File: config.mk
export PLATFORM = sky130hd
export DESIGN_NAME = fft_peak_detector
export DESIGN_NICKNAME = d
export VERILOG_FILES = /design/src/rtl/fft_peak_detector.sv
export SDC_FILE = /design/constraint.sdc
export NUM_CORES = 2
export LEC_CHECK = 0
export ABC_AREA = 1
export BUFFER_PORTS_ARGS = -buffer_cell sky130_fd_sc_hd__buf_2
export CORE_MARGIN = 1.5
export CORE_UTILIZATION = 25
export DETAILED_ROUTE_END_ITERATION = 7
export SLEW_MARGIN = 20
export SYNTH_ARGS = -nofsm -noshare
export SYNTH_HDL_FRONTEND = slang
export SYNTH_SLANG_ARGS = --single-unit
File: constraint.sdc
create_clock -name clk -period 12.9 [get_ports clk]
set_input_delay 2.58 -clock clk [delete_from_list [all_inputs] [get_ports clk]]
set_output_delay 2.58 -clock clk [all_outputs]
set_load 0.01 [all_outputs]
File: src/rtl/fft_peak_detector.sv
// Scans FFT bins FIRST_BIN..LAST_BIN on each fft_done rising edge; tracks the largest re^2+im^2.
// Edge to peak_valid takes NB+3 cycles. There is no backpressure: edges that arrive while busy are dropped.
module fft_peak_detector #(
  parameter int FIRST_BIN = 1,
  parameter int LAST_BIN  = 31
) (
  input  logic        clk,
  input  logic        reset,
  input  logic        fft_done,
  output logic [5:0]  fft_read_address,
  input  logic [31:0] fft_data,
  input  logic [31:0] mag_threshold,
  output logic        busy,
  output logic        peak_valid,
  output logic        peak_found,
  output logic [5:0]  peak_bin,
  output logic [31:0] peak_mag
);

  localparam logic [5:0] FIRST_A = 6'(FIRST_BIN);
  localparam logic [5:0] LAST_A  = 6'(LAST_BIN);

  typedef enum logic [1:0] {IDLE, SCAN, DRAIN, REPORT} state_t;

  state_t      state_q, state_d;
  logic        done_q;
  logic        drain_q, drain_d;
  logic [5:0]  addr_q, addr_d;
  logic [31:0] thr_q;

  logic        vld0_q, vld1_q;
  logic [5:0]  idx0_q, idx1_q;
  logic [31:0] re_sq_q, im_sq_q;

  logic [31:0] best_mag_q, best_mag_d;
  logic [5:0]  best_bin_q, best_bin_d;

  logic [31:0] peak_mag_q;
  logic [5:0]  peak_bin_q;
  logic        peak_found_q;

  logic               start;
  logic               publish;
  logic signed [15:0] re, im;
  logic signed [31:0] re_ext, im_ext, re_sq, im_sq;
  logic [31:0]        sum;

  assign start   = (state_q == IDLE) && fft_done && !done_q;
  assign publish = (state_q == DRAIN) && drain_q;

  // State register
  always_ff @(posedge clk) begin
    if (reset) begin
      state_q <= IDLE;
      drain_q <= 1'b0;
      addr_q  <= '0;
      done_q  <= 1'b1;
    end else begin
      state_q <= state_d;
      drain_q <= drain_d;
      addr_q  <= addr_d;
      done_q  <= fft_done;
    end
  end

  // Next-state logic
  always_comb begin
    state_d = state_q;
    addr_d  = addr_q;
    drain_d = 1'b0;
    case (state_q)
      IDLE: begin
        addr_d = '0;
        if (start) begin
          state_d = SCAN;
          addr_d  = FIRST_A;
        end
      end
      SCAN: begin
        if (addr_q == LAST_A) state_d = DRAIN;
        else                  addr_d  = addr_q + 6'd1;
      end
      DRAIN: begin
        drain_d = ~drain_q;
        if (drain_q) begin
          state_d = REPORT;
          addr_d  = '0;
        end
      end
      REPORT: begin
        state_d = IDLE;
        addr_d  = '0;
      end
      default: state_d = IDLE;
    endcase
  end

  // Output logic
  always_comb begin
    busy             = (state_q == SCAN) || (state_q == DRAIN);
    peak_valid       = (state_q == REPORT);
    fft_read_address = addr_q;
    peak_found       = peak_found_q;
    peak_bin         = peak_bin_q;
    peak_mag         = peak_mag_q;
  end

  assign re     = fft_data[31:16];
  assign im     = fft_data[15:0];
  assign re_ext = 32'(re);
  assign im_ext = 32'(im);
  assign re_sq  = re_ext * re_ext;
  assign im_sq  = im_ext * im_ext;
  assign sum    = re_sq_q + im_sq_q;

  // Strict compare keeps the lower bin on ties since bins arrive in ascending order
  always_comb begin
    best_mag_d = best_mag_q;
    best_bin_d = best_bin_q;
    if (start) begin
      best_mag_d = '0;
      best_bin_d = FIRST_A;
    end else if (vld1_q && (sum > best_mag_q)) begin
      best_mag_d = sum;
      best_bin_d = idx1_q;
    end
  end

  always_ff @(posedge clk) begin
    if (reset) begin
      vld0_q       <= 1'b0;
      vld1_q       <= 1'b0;
      idx0_q       <= '0;
      idx1_q       <= '0;
      re_sq_q      <= '0;
      im_sq_q      <= '0;
      thr_q        <= '0;
      best_mag_q   <= '0;
      best_bin_q   <= '0;
      peak_mag_q   <= '0;
      peak_bin_q   <= '0;
      peak_found_q <= 1'b0;
    end else begin
      vld0_q     <= (state_q == SCAN);
      idx0_q     <= addr_q;
      vld1_q     <= vld0_q;
      idx1_q     <= idx0_q;
      re_sq_q    <= re_sq;
      im_sq_q    <= im_sq;
      best_mag_q <= best_mag_d;
      best_bin_q <= best_bin_d;
      if (start) thr_q <= mag_threshold;
      // The last bin lands in best on this same edge, so publish from the next-state value
      if (publish) begin
        peak_mag_q   <= best_mag_d;
        peak_bin_q   <= best_bin_d;
        peak_found_q <= (best_mag_d > thr_q);
      end
    end
  end

endmodule

After elaboration in Yosys (flattened, before gate mapping):

Cells that the tools add are included.

* bits in registers: 197
* input bits: 67
* word-level logic and storage cells: 54
* output and inout bits: 47

* mux-type cells: 12
* magnitude comparators: 2
* equality and inequality tests: 8
* add/subtract/negate cells: 2
* reduce and logical (&&, ||, !) cells: 10
* $mul: 2
* bitwise logic cells: 2

Operator list (count)
* 32-bit > comparator: 2
* 16-bit by 16-bit multiplier with 32-bit output: 2
* 32-bit 2-to-1 mux: 2
* 32-bit adder: 1
* 6-bit 2-to-1 mux: 4
* 6-bit case mux with 4 select lines: 1
* 2-bit inequality test, second input constant: 4
* 2-bit case mux with 4 select lines: 1
* 6-bit by 1-bit adder with 6-bit output, second input constant: 1
* 6-bit by 5-bit == test with 1-bit output, second input constant: 1
* 2-bit 2-to-1 mux: 3
* 2-bit == test, second input constant: 2
* 1-bit logical AND: 4
* 3-bit AND reduction: 1
* 2-bit by 1-bit == test with 1-bit output, second input constant: 1
* 2-bit logical NOT: 1
* 1-bit inverter: 2
* 2-bit AND reduction: 1
* 2-bit OR reduction: 1
* 1-bit logical NOT: 1
* 1-bit logical OR: 1
* 1-bit 2-to-1 mux: 1

Logic depth before layout (Yosys ltp):

* depth in word-level cells: 6
* depth in mapped cells: 39
* mapped depth without buffers: 37

Worst setup path after synthesis:

Ideal clock, no wire load.

* path kind: in2reg
* start: in fft_data[1]
* end: reg im_sq_q[31]
* setup slack: 5.074 ns
* required time: 12.787 ns
* stages: 22
* arrival time: 7.714 ns
* cells stage by stage: clkbuf_1 > clkbuf_1 > nand2_1 > inv_1 > fa_1 > fa_1 > inv_1 > fa_1 > fa_1 > fa_1 > fa_1 > inv_1 > ha_1 > nand2_1 > nor2_1 > inv_1 > nor4_1 > a21oi_1 > nand2_1 > nand2_1 > nand2_1 > nor2_1

* cells in the longest elaborated chain, start to end: 1

RTL lines
* from (decl): RTL line 11 `input logic [31:0] fft_data,`
* 16-bit by 16-bit multiplier with 32-bit output: RTL line 113 `assign im_sq = im_ext * im_ext;`
* to (signal assigned): RTL line 149 `im_sq_q <= im_sq;`
* to (decl): RTL line 33 `logic [31:0] re_sq_q, im_sq_q;`

Every way passes these cells.
A chain may end at the register's enable or synchronous reset.

Final worst setup path:

* start: in fft_data[15]
* end: reg im_sq_q[29]

Same word-level chain as after synthesis.

==> impl_metrics.py <==
metrics = {
    "worst_setup_path": {
        "crit_arrival_ns": 8.54,
        "end_kind": "flop",
        "worst-setup-path-type": "in2reg",
        "crit_fanout": 25,
        "required_ns": 13.33,
        "critPathLaunchType": "input pin",
    },
    "sta": {
        "finClkSkew_ns": 0.0118,
        "fin_crit_sh": 0.628,
        "slew_headroom": 0.302,
        "maxSlewViolCount": 0,
        "setup_viol": 0,
        "fmax_mhz": 123,
        "hold_viol_final": 0,
        "tightest_slew_ns": 1.05,
        "fin_crit_ns": 8.11,
        "whs_ns": 0.404,
        "fin_setup_tns_ns": 0,
        "rsz0062_at_grt": "no",
    },
    "logic_synthesis": {
        "ys_seq_area_frac": 0.135,
        "ys_seq_elements": 195,
        "netlist_instances": 3765,
        "async_flop_share": 0,
        "netlist_area_mm2": 0.0290,
        "avgSynthCellArea_um2": 7.69,
        "synthDistinctLibCells": 44,
        "synth_edf_count": 0,
        "yosysWarnings": 0,
        "synthFlopType": "dfxtp_1",
        "synth_nets": 4576,
    },
    "detailed_routing": {
        "vias_per_cell": 4.25,
        "first_pass_iters": 6,
        "wl_per_cell_um": 13.4,
        "num_vias": 22600,
        "drtIter0Drc": 1171,
        "drtAntennaViolNets": 0,
        "drt_wl_total_um": 71100,
        "drc_errors": 0,
    },
    "floorplanning": {
        "pin_count": 114,
        "fp.coreArea_mm2": 0.115,
        "die_area_mm2": 0.118,
        "die_x_um": 343,
        "fp.dieH_um": 343,
        "start_util": 0.253,
        "num_rows": 124,
    },
    "finish": {
        "register_area_mm2": 0.00390,
        "antennaDiodeCount": 0,
        "multiInputGateArea_mm2": 0.0205,
        "finalNetCount": 4605,
        "area_growth_pct": 9.24,
        "drive_above_1_share": 0.0609,
        "num-fill-cells": 12400,
    },
    "placement": {
        "gp_congestion": 0.907,
        "io_buffers": 113,
        "place_hpwl_um": 59700,
    },
    "grt": {
        "grt_pass1_wl_um": 118000,
        "antenna_found_initial": 0,
        "grt_max_degree": 96,
        "gr-usage-all-layers": 0.125,
        "grt_pass1_vias": 23300,
        "overflow": 0,
    },
    "outcome": {
        "status": "finished, final reports clean",
    },
    "clock_tree": {
        "clk_pin_slew_ns": 0.08,
        "cts_root_buf": "clkbuf_16",
        "cts_tree": "built",
        "h-tree-depth": 4,
        "clockBufferDepth": 2,
        "cts-hold-fix-buffers": 0,
        "numCtsBuffers": 17,
        "clock-sinks": 195,
        "clkLatencyLatePin_ns": 0.49,
        "cts_setup_buffers": 0,
        "cts_resized": 0,
    },
    "job": {
        "drv_cap": 0,
    },
    "hold_path": {
        "hp-class": "reg2reg",
    },
}
-- cells by family after synthesis --
group,after synthesis,share of synthesized area
flops,195,0.135
fa+ha+maj,744,0.446
compound gates,426,0.0804
buf+inv,1191,0.156
simple gates,1164,0.169
xor+xnor,45,0.0136
-- cells in the final DEF, fill, tap and decap left out, drive strengths merged --
cell	netlist	final
a221oi	2	2
clkbuf	95	17
nor3b	3	3
a31o	2	2
o21ai	149	149
o221ai	2	2
nand4	25	25
a21boi	6	6
o21a	11	11
or2	12	12
a21oi	220	220
xnor2	26	26
a21o	13	13
nor3	26	26
dfxtp	195	195
and2	6	6
nand3b	13	13
nand3	123	123
ha	264	264
nor4	4	4
nand2	741	741
nor2	211	211
o211ai	3	3
buf	14	119
xor2	19	19
a211oi	3	3
a31oi	7	7
inv	1082	1092
o21bai	7	7
o211a	1	1
fa	480	480
clkinv	0	5
-- final timing paths --
kind | from | to | slack (ns) | cells past startpoint
max | fft_data[15] | im_sq_q[29] | 4.79 | 19
min | idx0_q[1] | idx1_q[1] | 0.40 | 2
max reg2reg | im_sq_q[2] | peak_found | 7.20 | 34
min reg2reg | idx0_q[1] | idx1_q[1] | 0.40 | 2
-- Yosys cell counts (all sizes together), types with 3 or more instances --
master,n,area (um^2)
a211oi,3,22.5
a21boi,6,45.0
a21o,13,97.6
a21oi,220,1150
a31oi,7,43.8
and2,6,37.5
buf,14,90.1
clkbuf,95,357
dfxtp,195,3900
fa,480,9610
ha,264,3300
inv,1082,4060
nand2,741,2840
nand3,123,716
nand3b,13,97.6
nand4,25,156
nor2,211,800
nor3,26,135
nor3b,3,22.5
nor4,4,25.0
o211ai,3,22.5
o21a,11,82.6
o21ai,149,746
o21bai,7,56.3
or2,12,75.1
xnor2,26,228
xor2,19,166
-- state kept, by name, summed over array words and instances, names as in the netlist, 2 cells and up --
signal and count:
best_bin_q 6, idx1_q 6, fft_read_address 6, re_sq_q 31
best_mag_q 32, state_q 2, peak_mag 32, peak_bin 6
im_sq_q 31, idx0_q 6, thr_q 32
-- final cells by class --
type	count	area share
multi-input cells	2379	0.649
inverters	1082	0.128
repair buffers	119	0.0193
well taps	1512	0.0598
flip-flops and latches	195	0.123
clock buffers	17	0.0135
clock inverters	15	0.00601
-- through the flow --
step	util	cell area (um^2)	std cells	worst slack (ns)
CTS	0.276	31600	5319	4.87
global route	0.276	31600	5319	4.45
global placement	0.270	31000	5287	4.34
floorplan	-	29000	3765	5.07
finish	0.276	31600	5319	4.79
detailed placement	0.270	31000	5287	4.39
-- metal layers --
layer | global-route usage | vias up | wire length [um]
li1 | - | 11200 | -
met1 | 0.159 | 10900 | 31400
met2 | 0.227 | 420 | 36200
met3 | 0.0106 | 66 | 2270
met4 | 0.0320 | 0 | 1220
met5 | 0 | - | 0
-- worst max-delay path: stages --
cell and delay, ns:
buf_2 0.41, nand2_1 0.24, inv_1 0.13, fa_1 0.49, fa_1 0.77, inv_1 0.19, fa_1 0.49, fa_1 0.59
fa_1 0.43, fa_1 0.50, inv_1 0.04, ha_1 0.35, a21oi_1 0.25, o21ai_0 0.19, a221oi_1 0.47, nand3_1 0.16
nand2_1 0.09, nand2_1 0.05, nor2_1 0.09
Power is not shown: default switching activity piles up to over one toggle a cycle in this logic, so the estimate is an artifact.
